==> src/rtl/scr1_dmem_router_pkg.sv <==
// Shared types and default address map for the data-memory router.
package scr1_dmem_router_pkg;

  localparam int unsigned SCR1_DMEM_AWIDTH = 32;
  localparam int unsigned YTYDLA_LSU_WIDTH = 32;
  localparam int unsigned SCR1_DMEM_SEL_W  = 2;

  typedef enum logic {
    SCR1_MEM_CMD_RD = 1'b0,
    SCR1_MEM_CMD_WR = 1'b1
  } type_scr1_mem_cmd_e;

  typedef enum logic [1:0] {
    SCR1_MEM_WIDTH_BYTE  = 2'd0,
    SCR1_MEM_WIDTH_HWORD = 2'd1,
    SCR1_MEM_WIDTH_WORD  = 2'd2,
    SCR1_MEM_WIDTH_ERROR = 2'd3
  } type_scr1_mem_y_width_e;

  typedef enum logic [1:0] {
    SCR1_MEM_RESP_IDLE   = 2'd0,
    SCR1_MEM_RESP_RDY_OK = 2'd1,
    SCR1_MEM_RESP_RDY_ER = 2'd2
  } type_scr1_mem_resp_e;

  typedef enum logic [1:0] {
    SCR1_DMEM_FSM_ADDR = 2'd0,
    SCR1_DMEM_FSM_DATA = 2'd1,
    SCR1_DMEM_FSM_ERR  = 2'd2
  } type_scr1_dmem_fsm_e;

  typedef logic [SCR1_DMEM_SEL_W-1:0] type_scr1_dmem_sel_t;

  localparam logic [SCR1_DMEM_AWIDTH-1:0] SCR1_DMEM_PORT_BASE_DEF [3] =
    '{32'h0000_0000, 32'hF000_0000, 32'hF004_0000};
  localparam logic [SCR1_DMEM_AWIDTH-1:0] SCR1_DMEM_PORT_MASK_DEF [3] =
    '{32'h0000_0000, 32'hFFFF_0000, 32'hFFFF_0000};

endpackage

==> src/rtl/scr1_dmem_addr_decoder.sv <==
// Maps a request address to the lowest-index port whose base/mask window contains it.
module scr1_dmem_addr_decoder
  import scr1_dmem_router_pkg::*;
#(
  parameter int unsigned PORT_NUM = 3,
  parameter logic [SCR1_DMEM_AWIDTH-1:0] PORT_ADDR_BASE [PORT_NUM] = SCR1_DMEM_PORT_BASE_DEF,
  parameter logic [SCR1_DMEM_AWIDTH-1:0] PORT_ADDR_MASK [PORT_NUM] = SCR1_DMEM_PORT_MASK_DEF
) (
  input  logic [SCR1_DMEM_AWIDTH-1:0] addr_i,
  output type_scr1_dmem_sel_t         sel_o,
  output logic                        hit_o
);

  // Scan from the top so the lowest matching index is the last one written.
  always_comb begin
    sel_o = '0;
    hit_o = 1'b0;
    for (int i = int'(PORT_NUM) - 1; i >= 0; i--) begin
      if ((addr_i & PORT_ADDR_MASK[i]) == PORT_ADDR_BASE[i]) begin
        sel_o = SCR1_DMEM_SEL_W'(i);
        hit_o = 1'b1;
      end
    end
  end

endmodule

==> src/rtl/scr1_dmem_router_np.sv <==
// Routes core data-memory requests to one of PORT_NUM downstream ports by address,
// with one transaction outstanding and an error response for unmapped addresses.
module scr1_dmem_router_np
  import scr1_dmem_router_pkg::*;
#(
  parameter int unsigned PORT_NUM = 3,
  parameter logic [SCR1_DMEM_AWIDTH-1:0] PORT_ADDR_BASE [PORT_NUM] = SCR1_DMEM_PORT_BASE_DEF,
  parameter logic [SCR1_DMEM_AWIDTH-1:0] PORT_ADDR_MASK [PORT_NUM] = SCR1_DMEM_PORT_MASK_DEF
) (
  input  logic                          clk,
  input  logic                          rst,
  input  logic                          dmem_req,
  input  type_scr1_mem_cmd_e            dmem_cmd,
  input  type_scr1_mem_y_width_e        dmem_width,
  input  logic [SCR1_DMEM_AWIDTH-1:0]   dmem_addr,
  input  logic [YTYDLA_LSU_WIDTH-1:0]   dmem_wdata,
  output logic                          dmem_req_ack,
  output logic [YTYDLA_LSU_WIDTH-1:0]   dmem_rdata,
  output type_scr1_mem_resp_e           dmem_resp,
  output logic [PORT_NUM-1:0]           port_req,
  output type_scr1_mem_cmd_e            port_cmd   [PORT_NUM],
  output type_scr1_mem_y_width_e        port_width [PORT_NUM],
  output logic [SCR1_DMEM_AWIDTH-1:0]   port_addr  [PORT_NUM],
  output logic [YTYDLA_LSU_WIDTH-1:0]   port_wdata [PORT_NUM],
  input  logic [PORT_NUM-1:0]           port_req_ack,
  input  logic [YTYDLA_LSU_WIDTH-1:0]   port_rdata [PORT_NUM],
  input  type_scr1_mem_resp_e           port_resp  [PORT_NUM]
);

  type_scr1_dmem_fsm_e state_q;
  type_scr1_dmem_sel_t port_sel_q;
  type_scr1_dmem_sel_t dec_sel;
  logic                dec_hit;
  type_scr1_mem_resp_e cur_resp;
  logic                accept_win;
  logic                accept;

  scr1_dmem_addr_decoder #(
    .PORT_NUM       (PORT_NUM),
    .PORT_ADDR_BASE (PORT_ADDR_BASE),
    .PORT_ADDR_MASK (PORT_ADDR_MASK)
  ) u_decoder (
    .addr_i (dmem_addr),
    .sel_o  (dec_sel),
    .hit_o  (dec_hit)
  );

  for (genvar g = 0; g < PORT_NUM; g++) begin : g_bcast
    assign port_cmd[g]   = dmem_cmd;
    assign port_width[g] = dmem_width;
    assign port_addr[g]  = dmem_addr;
    assign port_wdata[g] = dmem_wdata;
  end

  assign cur_resp   = port_resp[port_sel_q];
  // A new request may be taken when idle or while the current one completes OK.
  assign accept_win = (state_q == SCR1_DMEM_FSM_ADDR) ||
                      ((state_q == SCR1_DMEM_FSM_DATA) && (cur_resp == SCR1_MEM_RESP_RDY_OK));
  assign accept     = dmem_req && dmem_req_ack;

  always_comb begin
    port_req     = '0;
    dmem_req_ack = 1'b0;
    dmem_resp    = SCR1_MEM_RESP_IDLE;
    dmem_rdata   = '0;
    if (accept_win) begin
      dmem_req_ack = dec_hit ? port_req_ack[dec_sel] : 1'b1;
      if (dec_hit && !rst) port_req[dec_sel] = dmem_req;
    end
    case (state_q)
      SCR1_DMEM_FSM_DATA: begin
        dmem_resp  = cur_resp;
        dmem_rdata = port_rdata[port_sel_q];
      end
      SCR1_DMEM_FSM_ERR:  dmem_resp = SCR1_MEM_RESP_RDY_ER;
      default: ;
    endcase
  end

  always_ff @(posedge clk or posedge rst) begin
    if (rst) begin
      state_q    <= SCR1_DMEM_FSM_ADDR;
      port_sel_q <= '0;
    end else if (accept) begin
      state_q <= dec_hit ? SCR1_DMEM_FSM_DATA : SCR1_DMEM_FSM_ERR;
      if (dec_hit) port_sel_q <= dec_sel;
    end else begin
      case (state_q)
        SCR1_DMEM_FSM_ADDR: ;
        SCR1_DMEM_FSM_DATA: if (cur_resp != SCR1_MEM_RESP_IDLE) state_q <= SCR1_DMEM_FSM_ADDR;
        default:            state_q <= SCR1_DMEM_FSM_ADDR;
      endcase
    end
  end

  a_dmem_ctrl_known: assert property (@(posedge clk) disable iff (rst)
    dmem_req |-> !$isunknown({dmem_cmd, dmem_width}));

endmodule

==> config.mk <==
export PLATFORM = sky130hd
export DESIGN_NAME = scr1_dmem_router_np
export DESIGN_NICKNAME = d
export VERILOG_FILES = /design/src/rtl/scr1_dmem_router_pkg.sv /design/src/rtl/scr1_dmem_addr_decoder.sv /design/src/rtl/scr1_dmem_router_np.sv
export SDC_FILE = /design/constraint.sdc
export NUM_CORES = 1
export LEC_CHECK = 0
export ABC_CLOCK_PERIOD_IN_PS = 1800
export CORE_AREA = 2 2 160 162
export CTS_CLUSTER_DIAMETER = 30
export DETAILED_ROUTE_END_ITERATION = 8
export DIE_AREA = 0 0 162 164
export PLACE_DENSITY = 0.48
export SLEW_MARGIN = 20
export SYNTH_ARGS = -nofsm -noshare
export SYNTH_HDL_FRONTEND = slang
export SYNTH_HIERARCHICAL = 1
export SYNTH_SLANG_ARGS = --single-unit
==> constraint.sdc <==
create_clock -name clk -period 1.8 [get_ports clk]
set_input_delay 0.36 -clock clk [delete_from_list [all_inputs] [get_ports clk]]
set_output_delay 0.36 -clock clk [all_outputs]
set_load 0.03 [all_outputs]
==> metrics.md, run 1 <==
| Metric | Value |
|---|---|
| Clk slew on worst S/H paths | `0.03 ns` |
| CTS tree | `yes` |
| Root buffer cell | `clkbuf_16` |
| Max cap viols | `0` |
| Status | `finished with violations` |
| Hold WC Path Type | `primary input to asynchronous set/reset pin` |
| Synth area leaders | `buf_4, mux2i_1, and2_1` |
| Fraction of layout cells with a size suffix above 1 | `0.262` |
| Minimum clock period | `2.24 ns` |
| Worst Setup End Kind | `primary output` |
| Slowest stage delay, CP | `0.44 ns` |
| Routed vias/inst | `3.07` |
| Yosys cell types | `28` |
| Largest net degree at the start of global routing | `36` |
| Cell Chain, Critical Path | `mux2_4 -> mux2_4 -> a31oi_4 -> nand4b_1 -> nor3_4 -> buf_6` |
| Area grow syn2layout | `28.4%` |
| Setup CP Type | `register to primary output` |
| CP max FO | `4` |
| Design area | `3620 um^2` |
| Vias in the first global route | `2074` |
| Hold Violations, Final | `0` |
| Most common cell in the synthesized netlist | `buf_4` |
| Peak Freq | `447 MHz` |
| Ys flop type | `dfrtp_1` |
| Leakage | `1.43 nW` |
| Cts hold-fix bufs | `0` |
| GRT Resource Usage Total | `0.0649` |
| Sequential area share after synthesis | `0.0356` |
| Critical Path AT | `1.88 ns` |
| Final Wtd Congestion | `0.621` |
| Slew @ Worst Pin | `1.05 ns` |
| Clk buf depth | `2` |
| # DRC | `0` |
| CORE AREA | `24800 um^2` |
| Async SR Flop Fraction | `1.00` |
| Worst-skew pair later-pin latency | `0.23 ns` |
| Layout Skew | `0.00362 ns` |
| Failing checks | `setup timing` |
| Share of the synthesized area in the top cell type | `0.544` |
| Max-Slew Margin vs Limit | `0.300` |
| Num CTS Buffers | `3` |
| Filler cell count | `2840` |
| ANT nets after route | `0` |
| Yosys top cell by area | `buf_4` |
| Drt first pass iters | `4` |
| H-tree depth | `1` |
| RSZ-0062 raised after global routing | `yes` |
| Initial Util | `0.113` |
| Cell count after synthesis | `388` |
| First-pass GRT wire length | `12600 um` |
| Die Span X | `162 um` |
| Via count | `2067` |
| Die area | `26600 um^2` |
| Io pins | `414` |
| Tcrit/Tclk final | `1.24` |
| Mapped Avg Cell Area | `7.26 um^2` |
| Final Max Tran Viols | `0` |
| Yosys warns | `6` |
| Row count | `58` |
| Multi-input logic area | `1190 um^2` |
| R2R depth | `6` |
| Hold Slack | `0.443 ns` |
| EDFF count, synth | `0` |
| Slowest-stage cell, CP | `dfrtp_2` |
| Nets | `522` |
| Cell Area, Synth | `2820 um^2` |
| Setup-failing EPs final | `38` |
| Post-synth top cells | `buf_4, mux2i_1, nand2_1` |
| Initial antenna violation count | `1` |
| Synth Register Bits | `4` |
| Clock sinks | `4` |
| Final wirelength | `9480 um` |
| Crit-path most repeated cell | `mux2_4` |
| Register area | `103 um^2` |
| Die Y | `164 um` |
| Startpoint types | `register` |
| Worst EP required | `1.44 ns` |
| Dpl hpwl | `6820 um` |
| Average wire per standard cell | `14.1 um` |
| IO Port Bufs | `143` |
| Power per standard cell area | `1220 nW/um^2` |
| Total global routing overflow | `0` |
| VDD IR max | `0.342 mV` |
| Post-DP Area | `3170 um^2` |
| Final WS setup | `-0.438 ns` |
| DRT iter0 DRCs | `51` |
-- per-stage QoR --
| stage | power (W) | cells | setup slack (ns) | TNS [ns] | utilization |
|---|---|---|---|---|---|
| floorplan | 0.00282 | 389 | -0.179 | -0.233 | - |
| global placement | 0.00327 | 658 | -0.853 | -8.39 | 0.128 |
| detailed placement | 0.00328 | 658 | -0.831 | -8.65 | 0.128 |
| CTS | 0.00446 | 672 | -0.507 | -14.13 | 0.144 |
| global route | 0.00475 | 674 | -0.518 | -16.56 | 0.146 |
| finish | 0.00441 | 674 | -0.438 | -12.73 | 0.146 |
-- critical path, delay by kind of cell (launching register included) --
| kind | cells | cell delay [ns] |
|---|---|---|
| muxes | 2 | 0.63 |
| and+or+nand+nor | 2 | 0.26 |
| DFF | 1 | 0.44 |
| AOI/OAI and AO/OA | 1 | 0.19 |
| buffers and inverters | 1 | 0.13 |
-- layout make-up --
cell class / count / share of cell area
diodes: 1 / 0.000692
clock buffers: 4 / 0.0218
inverters: 3 / 0.00311
multi-input cells: 163 / 0.328
flip-flops and latches: 4 / 0.0284
well taps: 330 / 0.114
repair buffers: 169 / 0.503
-- repair_timing --
action	4_1_cts	5_1_grt
buffers inserted	8	2
pin swaps	3	3
setup endpoints to repair	38	38
gates cloned	3	0
resized for setup	59	14
-- sequential cells by signal, summed over array words and instances (netlist names) --
| register | count |
|---|---|
| port_sel_q | 2 |
| state_q | 2 |
-- report_power, final --
group / switching, W / total [W] / internal [W] / leakage (nW)
clock: 0.0000670 / 0.000360 / 0.000293 / 0.0382
sequential: 0.0000566 / 0.000196 / 0.000140 / 0.0478
combinational: 0.00191 / 0.00385 / 0.00194 / 1.34
-- per-layer routing --
metal / share of wire / GRT usage
met5: 0 / 0
met4: 0.075 / 0.0507
met3: 0.15 / 0.0371
met2: 0.46 / 0.105
met1: 0.32 / 0.0604
-- cells by family after synthesis --
kind of cell | after synthesis | synth area share
adders and majority gates | 3 | 0.0133
DFF | 4 | 0.0356
AOI/OAI and AO/OA | 38 | 0.0818
and+or+nand+nor | 79 | 0.146
muxes | 40 | 0.148
other | 2 | 0.00267
buffers and inverters | 222 | 0.572
-- final timing paths --
path / to / slack (ns) / startpoint
worst min-delay path: port_sel_q[1]$_DFFE_PP0P_ / 0.44 / rst
worst max register to register: port_sel_q[1]$_DFFE_PP0P_ / -0.09 / port_sel_q[1]$_DFFE_PP0P_
worst max-delay path: port_req[0] / -0.44 / port_sel_q[1]$_DFFE_PP0P_
worst min register to register: state_q[0]$_DFFE_PP0P_ / 0.55 / state_q[0]$_DFFE_PP0P_
max in group asynchronous: port_sel_q[0]$_DFFE_PP0P_ / 1.24 / rst
min in group clk: state_q[0]$_DFFE_PP0P_ / 0.55 / state_q[0]$_DFFE_PP0P_
-- cell usage in the layout (no fill, tap or decap), types with 2 or more instances in the layout --
master / n
dfrtp_2: 2
and2_4: 4
inv_1: 3
o21ai_2: 4
nor2b_1: 2
buf_12: 8
buf_6: 31
buf_4: 19
clkdlybuf4s50_1: 103
clkbuf_16: 3
o21ai_0: 27
mux2i_1: 34
conb_1: 3
nor3b_1: 2
ha_1: 3
nand2_1: 35
buf_16: 2
mux2_4: 4
dlygate4sd2_1: 4
dfrtp_1: 2
and2_1: 28
Power figures use the tool's default switching activity.
==> run 2: changes to the inputs <==
- CORE_AREA: 2 2 160 162 -> 2 2 161 163
- DIE_AREA: 0 0 162 164 -> 0 0 163 165
- PLACE_DENSITY: 0.48 -> 0.43
- RECOVER_POWER: not set -> 25
- SYNTH_HIERARCHICAL: 1 -> not set
==> metrics.md, run 2 <==
| Metric | Value |
|---|---|
| Worst Setup End Kind | `primary output` |
| Final WS setup | `0.131 ns (+0.569 ns)` |
| Yosys cell types | `11 (-61%)` |
| Status | `complete, no violations` |
| Initial antenna violation count | `0 (-1)` |
| Clk slew on worst S/H paths | `0 ns (-0.03 ns)` |
| Share of the synthesized area in the top cell type | `0.827 (+0.283)` |
| Max cap viols | `0 (unchanged)` |
| EDFF count, synth | `0 (unchanged)` |
| Mapped Avg Cell Area | `7.37 um^2 (+1.5%)` |
| Max reg flops | `1` |
| Yosys top cell by area | `buf_4` |
| First-pass GRT wire length | `5640 um (-55%)` |
| Die area | `26900 um^2 (+1.2%)` |
| Final Max Tran Viols | `0 (unchanged)` |
| Post-DP Area | `1510 um^2 (-53%)` |
| Ys flop type | `dfrtp_1` |
| Commonest cells after routing, fill and taps aside | `clkdlybuf4s50_1, buf_4, and2_1, and2_2, buf_12` |
| Io pins | `414 (unchanged)` |
| Async SR Flop Fraction | `1.00 (unchanged)` |
| Final wirelength | `4470 um (-53%)` |
| R2R depth | `3 (-3)` |
| Power per standard cell area | `294 nW/um^2 (-76%)` |
| Total global routing overflow | `0 (unchanged)` |
| R2R Path End | `state_q[0]$_DFFE_PP0P_` |
| Average wire per standard cell | `9.95 um (-29%)` |
| Most common cell in the synthesized netlist | `buf_4` |
| DRT iter0 DRCs | `24 (-53%)` |
| Sequential area share after synthesis | `0.0136 (-0.0220)` |
| VDD IR max | `0.0713 mV (-79%)` |
| Area grow syn2layout | `-18.3%` |
| Worst-skew pair later-pin latency | `0 ns (-0.23 ns)` |
| # DRC | `0 (unchanged)` |
| RSZ-0062 raised after global routing | `no` |
| RR Startpoint | `state_q[0]$_DFFE_PP0P_` |
| Setup CP Type | `primary input to primary output` |
| Synth Register Bits | `1 (-3)` |
| CORE AREA | `25000 um^2 (+0.88%)` |
| Design area | `1500 um^2 (-58%)` |
| Most common cell after layout, fill and taps aside | `clkdlybuf4s50_1` |
| Peak Freq | `599 MHz (+34%)` |
| Leakage | `0.521 nW (-63%)` |
| Synth area leaders | `buf_4, and2_1, and2_2` |
| Top Registers | `state_q: 1 flops` |
| IO Port Bufs | `73 (-49%)` |
| Final Wtd Congestion | `0.596 (-4.0%)` |
| Drt first pass iters | `3 (-1)` |
| Hold WC Path Type | `primary input to asynchronous set/reset pin` |
| Cell Chain, Critical Path | `clkdlybuf4s50_1 -> nand2b_1 -> a21boi_0 -> buf_4` |
| Post-synth top cells | `buf_4, and2_1, and2_2` |
| CP max FO | `2 (-2)` |
| Startpoint types | `primary input` |
| Fraction of layout cells with a size suffix above 1 | `0.429 (+0.166)` |
| Die Y | `165 um (+0.61%)` |
| ANT nets after route | `0 (unchanged)` |
| Cell count after synthesis | `250 (-36%)` |
| Register name with the most flops | `state_q` |
| Die Span X | `163 um (+0.62%)` |
| Critical Path AT | `1.31 ns (-0.57 ns)` |
| Routed vias/inst | `1.64 (-46%)` |
| Layout Skew | `0 ns (-0.00362 ns)` |
| Post-Place Worst Slack | `-0.0364 ns (+0.794 ns)` |
| Hold Violations, Final | `0 (unchanged)` |
| R2R setup slack | `0.87 ns (+0.96 ns)` |
| Vias in the first global route | `832 (-60%)` |
| Post-CTS setup buffers | `0 (-8)` |
| Slowest stage delay, CP | `0.40 ns (-0.04 ns)` |
| Row count | `58 (unchanged)` |
| Minimum clock period | `1.67 ns (-0.569 ns)` |
| TNS Setup | `0 ns (+12.73 ns)` |
| Largest net degree at the start of global routing | `38 (+5.6%)` |
| # diodes | `0 (-1)` |
| Tcrit/Tclk final | `0.927 (-0.316)` |
| Setup-failing EPs final | `0 (-100%)` |
| Nets | `296 (-43%)` |
| Slowest-stage cell, CP | `clkdlybuf4s50_1` |
| Worst EP required | `1.44 ns (about the same)` |
| GRT Resource Usage Total | `0.0292 (-0.0358)` |
| Initial Util | `0.0736 (-0.0399)` |
| Via count | `738 (-64%)` |
| Cell Area, Synth | `1840 um^2 (-35%)` |
| Filler cell count | `2949 (+3.8%)` |
| Yosys warns | `0 (-6)` |
run 2: cell families (layout without fill, tap and decap cells):
family / count (synthesis) / after routing / share of synthesized area
other: 1 / 2 / 0.00204
AND/OR/NAND/NOR: 38 / 38 / 0.137
flip-flops: 1 / 1 / 0.0136
buffers and inverters: 207 / 75 / 0.838
AO/OA/AOI/OAI: 3 / 3 / 0.00951
run 2: layout make-up:
class                      count  area, um^2  share of cell area
timing repair buffer          74         785               0.522
tap                          330         413               0.275
multi-input combinational     43         278               0.185
sequential                     1        25.0              0.0166
inverter                       1        3.75             0.00250
run 2: power by group:
| group | internal (W) | total [W] | switching [W] |
|---|---|---|---|
| logic | 0.000215 | 0.000416 | 0.000201 |
| clock network | 0 | 0 | 0 |
| registers | 0.0000252 | 0.0000270 | 0.00000178 |
run 2: worst max path at each step:
stage / from / to / slack (ns) / cells past startpoint
6_report: port_resp[5] / dmem_req_ack / 0.13 / 4
3_5_place_dp: port_resp[4] / dmem_req_ack / -0.04 / 4
5_1_grt: port_resp[5] / dmem_req_ack / 0.06 / 4
2_1_floorplan: state_q[0]$_DFFE_PP0P_ / dmem_req_ack / 0.15 / 2
4_1_cts: port_resp[5] / dmem_req_ack / 0.11 / 4
3_3_place_gp: port_resp[4] / dmem_req_ack / -0.01 / 4
run 2: stage by stage:
stage / hold slack (ns) / std cells / utilization / total power [W]
after floorplan: 0.0887 / 251 / - / 0.00105
after global placement: 0.530 / 449 / 0.0601 / 0.000455
after detailed placement: 0.537 / 449 / 0.0601 / 0.000457
after CTS: 0.540 / 449 / 0.0601 / 0.000456
after global routing: 0.554 / 449 / 0.0601 / 0.000474
final: 0.529 / 449 / 0.0601 / 0.000443
run 2: worst max-delay path: cells and delay by family:
family	cells	cell delay (ns)
buffers and inverters	2	0.59
AO/OA/AOI/OAI	1	0.20
AND/OR/NAND/NOR	1	0.15
run 2: per-layer routing:
metal | global-route usage | routed length [um] | vias to the layer above
li1 | - | - | 281
met1 | 0.0214 | 1130 | 272
met2 | 0.0482 | 1970 | 109
met3 | 0.0123 | 718 | 76
met4 | 0.0434 | 643 | 0
met5 | 0 | 0 | -
run 2: timing repair:
action	in CTS	in global routing
hold buffers	0	0
setup endpoints to repair	1	0
gates resized for setup	1	0
